## src/rtl/fb_pkg.sv

```systemverilog
// Shared framebuffer geometry and drawer state encoding; must match the
// framebuffer controller's 640x480 row-major addressing.
package fb_pkg;

   localparam int H_RES   = 640;
   localparam int V_RES   = 480;
   localparam int ADDR_W  = 19;
   localparam int COLOR_W = 4;
   localparam int CW      = 11;

   // Bits of an on-screen coordinate that feed the address adder
   localparam int XA_W = 10;
   localparam int YA_W = 9;

   typedef enum logic [1:0] {
      IDLE,
      SETUP,
      DRAW
   } drawer_state_t;

   // y*640 + x without a multiplier: 640 = 512 + 128
   function automatic logic [ADDR_W-1:0] pix_addr(input logic [YA_W-1:0] y,
                                                  input logic [XA_W-1:0] x);
      logic [ADDR_W-1:0] w_y;
      w_y = ADDR_W'(y);
      return (w_y << 9) + (w_y << 7) + ADDR_W'(x);
   endfunction

endpackage

```

## src/rtl/fb_addr_calc.sv

```systemverilog
// Registered pixel address stage: clip test plus y*640+x, producing the
// framebuffer write port and the end-of-line marker.
module fb_addr_calc
   import fb_pkg::*;
(
   input  logic                 clk,
   input  logic                 rst,
   input  logic                 i_valid,
   input  logic                 i_last,
   input  logic signed [CW-1:0] i_x,
   input  logic signed [CW-1:0] i_y,
   input  logic [COLOR_W-1:0]   i_color,
   output logic [ADDR_W-1:0]    o_addr,
   output logic                 o_en,
   output logic                 o_last,
   output logic [COLOR_W-1:0]   o_color
);

   localparam logic signed [CW-1:0] X_LIM = CW'(H_RES);
   localparam logic signed [CW-1:0] Y_LIM = CW'(V_RES);

   logic w_on_screen;

   assign w_on_screen = !i_x[CW-1] && !i_y[CW-1] && (i_x < X_LIM) && (i_y < Y_LIM);

   // Clipped pixels keep their slot (o_last still fires) but never write
   always_ff @(posedge clk or negedge rst) begin
      if (!rst) begin
         o_addr  <= '0;
         o_en    <= 1'b0;
         o_last  <= 1'b0;
         o_color <= '0;
      end else begin
         o_en   <= i_valid && w_on_screen;
         o_last <= i_valid && i_last;
         o_addr <= (i_valid && w_on_screen) ?
                   pix_addr(i_y[YA_W-1:0], i_x[XA_W-1:0]) : '0;
         if (i_valid) begin
            o_color <= i_color;
         end
      end
   end

endmodule

```

## src/rtl/fb_line_drawer.sv

```systemverilog
// Bresenham line rasteriser feeding the framebuffer write port, one pixel per
// clock, plus the end-of-frame strobe that makes the controller swap buffers.
module fb_line_drawer
   import fb_pkg::*;
(
   input  logic                 clk,
   input  logic                 rst,
   input  logic                 start,
   input  logic signed [CW-1:0] x0,
   input  logic signed [CW-1:0] y0,
   input  logic signed [CW-1:0] x1,
   input  logic signed [CW-1:0] y1,
   input  logic [COLOR_W-1:0]   color,
   input  logic                 frame_end,
   output logic                 busy,
   output logic                 line_done,
   output logic [ADDR_W-1:0]    w_addr,
   output logic [COLOR_W-1:0]   color_in,
   output logic                 en_w,
   output logic                 done
);

   localparam int EW = CW + 2;

   drawer_state_t        r_state;
   logic                 r_busy;
   logic                 r_pending;
   logic                 r_done;
   logic signed [CW-1:0] r_x;
   logic signed [CW-1:0] r_y;
   logic signed [CW-1:0] r_x1;
   logic signed [CW-1:0] r_y1;
   logic [COLOR_W-1:0]   r_color;
   logic signed [EW-1:0] r_dx;
   logic signed [EW-1:0] r_dy;
   logic signed [EW-1:0] r_err;
   logic [EW-1:0]        r_n;
   logic                 r_sx_neg;
   logic                 r_sy_neg;
   logic                 r_e_valid;
   logic                 r_e_last;
   logic signed [CW-1:0] r_ex;
   logic signed [CW-1:0] r_ey;

   logic                 w_accept;
   logic                 w_fire;
   logic signed [EW-1:0] w_ddx;
   logic signed [EW-1:0] w_ddy;
   logic signed [EW-1:0] w_adx;
   logic signed [EW-1:0] w_ady;
   logic signed [EW:0]   w_e2;
   logic                 w_step_x;
   logic                 w_step_y;
   logic signed [EW-1:0] w_err_next;

   // A command landing in the final write slot overlaps it, leaving a 3-cycle gap
   assign w_accept = start && (!r_busy || line_done);
   assign w_fire   = r_pending && (r_state == IDLE) && !r_e_valid && !w_accept;

   assign w_ddx = $signed({{2{r_x1[CW-1]}}, r_x1}) - $signed({{2{r_x[CW-1]}}, r_x});
   assign w_ddy = $signed({{2{r_y1[CW-1]}}, r_y1}) - $signed({{2{r_y[CW-1]}}, r_y});
   assign w_adx = w_ddx[EW-1] ? -w_ddx : w_ddx;
   assign w_ady = w_ddy[EW-1] ? -w_ddy : w_ddy;

   assign w_e2       = {r_err, 1'b0};
   assign w_step_x   = w_e2 >= $signed({r_dy[EW-1], r_dy});
   assign w_step_y   = w_e2 <= $signed({r_dx[EW-1], r_dx});
   assign w_err_next = r_err + (w_step_x ? r_dy : EW'(0)) + (w_step_y ? r_dx : EW'(0));

   always_ff @(posedge clk or negedge rst) begin
      if (!rst) begin
         r_state   <= IDLE;
         r_busy    <= 1'b0;
         r_pending <= 1'b0;
         r_done    <= 1'b0;
         r_x       <= '0;
         r_y       <= '0;
         r_x1      <= '0;
         r_y1      <= '0;
         r_color   <= '0;
         r_dx      <= '0;
         r_dy      <= '0;
         r_err     <= '0;
         r_n       <= '0;
         r_sx_neg  <= 1'b0;
         r_sy_neg  <= 1'b0;
         r_e_valid <= 1'b0;
         r_e_last  <= 1'b0;
         r_ex      <= '0;
         r_ey      <= '0;
      end else begin
         r_e_valid <= 1'b0;
         r_e_last  <= 1'b0;
         case (r_state)
            IDLE: begin
               if (w_accept) begin
                  r_x     <= x0;
                  r_y     <= y0;
                  r_x1    <= x1;
                  r_y1    <= y1;
                  r_color <= color;
                  r_state <= SETUP;
               end
            end
            SETUP: begin
               r_dx     <= w_adx;
               r_dy     <= -w_ady;
               r_err    <= w_adx - w_ady;
               r_sx_neg <= w_ddx[EW-1];
               r_sy_neg <= w_ddy[EW-1];
               r_n      <= (w_adx >= w_ady) ? w_adx : w_ady;
               r_state  <= DRAW;
            end
            DRAW: begin
               r_e_valid <= 1'b1;
               r_ex      <= r_x;
               r_ey      <= r_y;
               r_e_last  <= (r_n == '0);
               r_err     <= w_err_next;
               if (w_step_x) begin
                  r_x <= r_sx_neg ? r_x - CW'(1) : r_x + CW'(1);
               end
               if (w_step_y) begin
                  r_y <= r_sy_neg ? r_y - CW'(1) : r_y + CW'(1);
               end
               if (r_n == '0) begin
                  r_state <= IDLE;
               end else begin
                  r_n <= r_n - EW'(1);
               end
            end
            default: r_state <= IDLE;
         endcase

         // Busy spans the whole write pipeline, not just the stepping states
         if (w_accept) begin
            r_busy <= 1'b1;
         end else if (line_done) begin
            r_busy <= 1'b0;
         end

         r_done    <= w_fire;
         r_pending <= (r_pending && !w_fire) || frame_end;
      end
   end

   fb_addr_calc u_addr_calc (
      .clk     (clk),
      .rst     (rst),
      .i_valid (r_e_valid),
      .i_last  (r_e_last),
      .i_x     (r_ex),
      .i_y     (r_ey),
      .i_color (r_color),
      .o_addr  (w_addr),
      .o_en    (en_w),
      .o_last  (line_done),
      .o_color (color_in)
   );

   assign busy = r_busy;
   assign done = r_done;

endmodule

```

## config.mk

```make
export PLATFORM = sky130hd
export DESIGN_NAME = fb_line_drawer
export DESIGN_NICKNAME = d
export VERILOG_FILES = /design/src/rtl/fb_pkg.sv /design/src/rtl/fb_addr_calc.sv /design/src/rtl/fb_line_drawer.sv
export SDC_FILE = /design/constraint.sdc
export NUM_CORES = 1
export LEC_CHECK = 0
export CAP_MARGIN = 20
export CELL_PAD_IN_SITES_DETAIL_PLACEMENT = 1
export CELL_PAD_IN_SITES_GLOBAL_PLACEMENT = 1
export CORE_MARGIN = 4
export CORE_UTILIZATION = 46
export CTS_CLUSTER_SIZE = 24
export DETAILED_ROUTE_END_ITERATION = 10
export DONT_BUFFER_PORTS = 1
export HOLD_SLACK_MARGIN = 0.12
export PLACE_DENSITY_LB_ADDON = 0.1
export SYNTH_ARGS = -nofsm -noshare
export SYNTH_HDL_FRONTEND = slang
export SYNTH_HIERARCHICAL = 1
export SYNTH_SLANG_ARGS = --single-unit
```

## constraint.sdc

```tcl
create_clock -name clk -period 5.25 [get_ports clk]
set_input_delay 0 -clock clk [delete_from_list [all_inputs] [get_ports clk]]
set_output_delay 0 -clock clk [all_outputs]
set_load 0.02 [all_outputs]
```

Yosys cells after proc, flatten, opt, wreduce, memory -nomap -nowiden

Cells that the tools add are included.
Widths: inputs -> output; s select.

Reduce and logical (&&, ||, !) cells: 28
Multiplexer cells: 24
Add/subtract/negate cells: 15
Order comparisons: 5
Equal/unequal tests: 7

Operators by type and width:

| cell                  | number |
|---|---|
| $mux 13               | 6 |
| $mux 11               | 6 |
| $pmux 13 s2           | 2 |
| $pmux 11 s2           | 2 |
| $add 13x13->13        | 2 |
| $neg 12->13           | 2 |
| $sub 11x11->12        | 2 |
| $add 11x2->11 const B | 2 |
| $sub 11x2->11 const B | 2 |
| $add 18x16->19        | 1 |
| $add 19x10->19        | 1 |
| $mux 19               | 1 |
| $ge 14x13->1          | 1 |
| $le 14x13->1          | 1 |
| $ge 13x13->1          | 1 |
| $logic_not 13->1      | 1 |
| $neg 13->13           | 1 |
| $sub 13x1->13 const B | 1 |
| $sub 13x13->13        | 1 |
| $lt 11x10->1 const B  | 1 |
| $lt 11x11->1 const B  | 1 |
| $logic_and 1x1->1     | 10 |
| $ne 2x2->1 const B    | 5 |
| $logic_not 1->1       | 6 |
| 10 further kinds      | 20 |

Register bits after elaboration: 156
Bits of input ports: 52
Word-level logic and storage cells: 102
Output and inout port bits: 27

Longest topological paths before layout

Depth in word-level cells: 8
Mapped depth: 25
Mapped depth without buffers: 24

Modules after synthesis

Netlist, hierarchy kept.

Modules (own cells, without submodules):

| module         | sequential area each (um^2) | cells an instance | times used | area an instance (um^2) |
|---|---|---|---|---|
| fb_line_drawer | 3,278.1                     | 1,126             | 1          | 10,183.5 |
| fb_addr_calc   | 625.6                       | 121               | 1          | 1,346.3 |

Worst setup path after synthesis

OpenSTA, ideal clock, no wires.

Kind: reg2reg
From: register r_y[2]
To: register r_n[2]
Slack: 29 ps
Setup time: 77 ps
Path buffers: 1
Stages on the path, launching flop included: 20
Arrival: 5,143 ps
Data required time: 5,173 ps
Clock period less this slack: 5,221 ps
Cells stage by stage: dfrtp_1 -> inv_1 -> ha_1 -> o21ai_0 -> a21o_1 -> a211o_1 -> a31oi_1 -> clkbuf_1 -> mux2i_1 -> ha_1 -> a21oi_1 -> o21ai_0 -> a21oi_1 -> o21ai_0 -> and4_1 -> a2111oi_0 -> o211ai_2 -> a21oi_4 -> mux2_2 -> a21oi_1

Cells in the longest elaborated chain, start to end: 6

RTL lines:

| what                   | line                  | text |
|---|---|---|
| from (decl)            | fb_line_drawer.sv:30  | `logic signed [CW-1:0] r_y;` |
| from (signal assigned) | fb_line_drawer.sv:98  | `r_y <= y0;` |
| from (signal assigned) | fb_line_drawer.sv:124 | `r_y <= r_sy_neg ? r_y - CW'(1) : r_y + CW'(1);` |
| $sub 11x11->12 (*)     | fb_line_drawer.sv:61  | `assign w_ddy = $signed({{2{r_y1[CW-1]}}, r_y1}) - $signed({{2{r_y[CW-1]}}, r_y});` |
| $neg 12->13            | fb_line_drawer.sv:63  | `assign w_ady = w_ddy[EW-1] ? -w_ddy : w_ddy;` |
| $mux 13 (*)            | fb_line_drawer.sv:63  |  |
| $ge 13x13->1           | fb_line_drawer.sv:111 | `r_n <= (w_adx >= w_ady) ? w_adx : w_ady;` |
| $mux 13 (*)            | fb_line_drawer.sv:111 |  |
| $pmux 13 s2 (*)        | fb_line_drawer.sv:94  | `case (r_state)` |
| to (signal assigned)   | fb_line_drawer.sv:111 |  |
| to (signal assigned)   | fb_line_drawer.sv:129 | `r_n <= r_n - EW'(1);` |
| to (decl)              | fb_line_drawer.sv:37  | `logic [EW-1:0] r_n;` |

Mark *: on every way between the ends. The rest lies on a longest branch, timed or not.
A chain may end at the register's enable or synchronous reset.

Final worst setup path

From: register r_err[6]
To: register r_err[12]

Cells in the longest elaborated chain, start to end: 5
Elaborated cells on any way between the ends: 7
Classes of those cells: add/sub: 2; order compare: 2; mux: 3

RTL lines:

| what                   | line                  | text |
|---|---|---|
| from (decl)            | fb_line_drawer.sv:36  | `logic signed [EW-1:0] r_err;` |
| from (signal assigned) | fb_line_drawer.sv:108 | `r_err <= w_adx - w_ady;` |
| from (signal assigned) | fb_line_drawer.sv:119 | `r_err <= w_err_next;` |
| $ge 14x13->1           | fb_line_drawer.sv:66  | `assign w_step_x = w_e2 >= $signed({r_dy[EW-1], r_dy});` |
| $mux 13                | fb_line_drawer.sv:68  | `assign w_err_next = r_err + (w_step_x ? r_dy : EW'(0)) + (w_step_y ? r_dx : EW'(0));` |
| $add 13x13->13         | fb_line_drawer.sv:68  |  |
| $add 13x13->13 (*)     | fb_line_drawer.sv:68  |  |
| $pmux 13 s2 (*)        | fb_line_drawer.sv:94  |  |

Marked as above.

==> impl_metrics.csv <==
group,metric,value,unit
critical_path,start_kind,"flop",
place,pre_cts_slack,0.116,ns
sta,slew_headroom,0.445,
critical_path,crit_type,"reg -> reg",
final_layout,final_cell_mix,"dfrtp_1, nor2_1, ha_1",
yosys,netlist_instances,1247,
cts,htree_levels,4,
power,leakage,6.28,nW
floorplanning,io_pins,79,
floorplanning,std_cell_rows,57,
sta,fmax,202,MHz
sta,timing.final.hold_violations,0,
place,io_buffer_count,0,
global_route,grt_pass1_vias,10300,
sta,worst_slew_pin_slew,0.825,ns
yosys,synth_ff_type,"dfrtp_1",
sta,period_needed,4.96,ns
critical_path,r2r_slack,0.29,ns
yosys,yosysUniqueCellTypes,78,
sta,hold_slack,0.191,ns
floorplanning,core_area,24500,µm²
place,gp_congestion,0.873,
floorplanning,initial_utilization,0.471,
sta,finalCritPeriodShare,0.945,
global_route,grt_max_degree,157,
route,first_pass_iters,5,
critical_path,cp.arrival,5.31,ns
final_layout,fin_nets,1514,
final_layout,fillers,2770,
worst_hold_path,worstHoldPathType,"in -> reg",
global_route,grt_usage,0.245,
final_layout,final_layout_size_suffix_gt1_frac,0.133,
cts,clk_pin_slew,0.07,ns
yosys,synth-seq-cells,156,
yosys,avgSynthCellArea,9.25,µm²
place,detailed_place_hpwl,24400,µm
cts,numClockSinks,156,
cts,clk_latency,0.43,ns
route,antenna_left,0,
sta,finalMaxSlewViolations,0,
yosys,synth.net_count,1433,
yosys,synth_edf_count,0,
cts,cts_buffer_depth,2,
power,total_power,2.59,mW
route,drc,0,
place,post-place-cells,1580,
final_layout,post-route-util,0.547,
final_layout,stdcell_count,1665,
floorplanning,die_w,166,µm
global_route,grt_pass1_wl,55200,µm
critical_path,cp_max_fo,8,
yosys,synth.yosys.warnings,6,
final_layout,antennaDiodeCount,0,
floorplanning,die_area,27700,µm²
outcome,status,"complete, no violations",
sta,worst_slack,0.288,ns
power,p_per_area,194,nW/µm²
route,routedWlPerCell,20.1,µm
route,drt_iter0_drc,443,
route,vias_per_cell,5.66,
route,vias,9420,
cts,cts_tree,"built",
sta,timing.setup.tns,0,ns
final_layout,ff_latch_area,3910,µm²
cts,cts.root.buffer_cell,"clkbuf_16",
global_route,antenna_found_initial,0,
power,ir_worst_vdd,120,µV
critical_path,crit_path_end_kind,"flop",
sta,fin_skew,0.0179,ns
yosys,syn_area,11500,µm²
global_route,grt_overflow_total,0,
route,routed_wl,33400,µm
yosys,synthArstFlopShare,1.00,
yosys,synth-seq-area-share,0.339,
critical_path,crit_required,5.60,ns
place,placed_area,12200,µm²
job,max_cap_viol_count,0,
sta,finalSetupViolCount,0,
final_layout,multi_input_area,7160,µm²
final_layout,finish.instance_area,13400,µm²
floorplanning,dieHeight,166,µm
final_layout,syn2layout_area_growth,16.0,%
cts,numCtsBuffers,17,
final_layout,final_common_cell,"dfrtp_1",
==> state kept, by name, summed over array words and instances (netlist names), 13 cells and up <==
signal and count:
r_err 13, u_addr_calc/o_addr 19, r_dy 13, r_n 13, r_dx 13
==> where the power goes <==
group	internal [mW]	switching, mW
sequential	1.21	0.00614
clock	0.681	0.567
combinational	0.0604	0.0722
==> cells by family after synthesis <==
group,synth area share
fa+ha+maj,0.160
compound gates,0.163
mux,0.0721
buf+inv,0.0484
flops,0.339
other cells,0.000651
simple gates,0.155
xor+xnor,0.0621
==> metal layers <==
layer | share of wire | GRT usage
met1 | 0.48 | 0.339
met2 | 0.47 | 0.409
met3 | 0.030 | 0.0381
met4 | 0.018 | 0.0534
met5 | 0 | 0
==> critical path, cell delays in order, from the launching register on <==
cell,delay [ns]
dfrtp_1,0.45
ha_1,0.32
a21o_1,0.19
a221o_1,0.33
a221oi_2,0.31
o21ai_0,0.12
o311a_2,0.23
nor2_1,0.20
fa_1,0.49
ha_1,0.32
a21o_1,0.17
a21oi_2,0.18
nor2b_1,0.08
o211ai_1,0.23
a21oi_1,0.12
a211o_1,0.30
nor4_1,0.17
nor3_1,0.13
xor2_1,0.19
a2bb2oi_1,0.17
a2bb2oi_1,0.17
==> path summary, 6_finish.rpt <==
path	startpoint	endpoint	cells past startpoint
min in group asynchronous	rst	u_addr_calc/o_addr[13]	2
min reg2reg	r_n[12]	r_e_last	1
min	start	r_color[2]	3
max reg2reg	r_err[6]	r_err[12]	20
max	r_err[6]	r_err[12]	20
max in group asynchronous	rst	u_addr_calc/o_color[2]	2
==> synthesized netlist by cell type (all sizes together), types with 5 or more instances <==
cell type | n | share of area
a211oi | 12 | 0.0087
a21o | 22 | 0.014
a21oi | 109 | 0.049
a31oi | 8 | 0.0043
and2 | 27 | 0.015
and3 | 7 | 0.0038
buf | 12 | 0.0048
clkbuf | 28 | 0.0091
dfrtp | 156 | 0.34
fa | 20 | 0.035
ha | 114 | 0.12
inv | 106 | 0.035
mux2 | 56 | 0.055
mux2i | 20 | 0.017
nand2 | 60 | 0.020
nand2b | 14 | 0.0076
nand3 | 31 | 0.013
nand4 | 12 | 0.0065
nor2 | 111 | 0.036
nor2b | 16 | 0.0087
nor3 | 29 | 0.013
nor4 | 9 | 0.0054
o211ai | 8 | 0.0056
o21a | 12 | 0.0078
o21ai | 70 | 0.030
o31ai | 6 | 0.0055
or2 | 5 | 0.0027
or3 | 8 | 0.0043
or4 | 7 | 0.0046
xnor2 | 52 | 0.040
xor2 | 28 | 0.022
==> final cells by class <==
cell class | count | area share
tap | 324 | 0.0303
clock buffer | 20 | 0.0334
inverter | 106 | 0.0298
clock inverter | 12 | 0.00954
timing repair buffer | 102 | 0.0692
sequential | 156 | 0.292
multi-input combinational | 945 | 0.536
==> repair_timing <==
action | CTS | global route
hold endpoints to repair | 209 | 0
buffers inserted | 0 | 1
gates resized for setup | 0 | 18
setup endpoints to repair | 0 | 16
hold buffers | 52 | 0
Note: power is estimated with default switching activity, not from simulation.
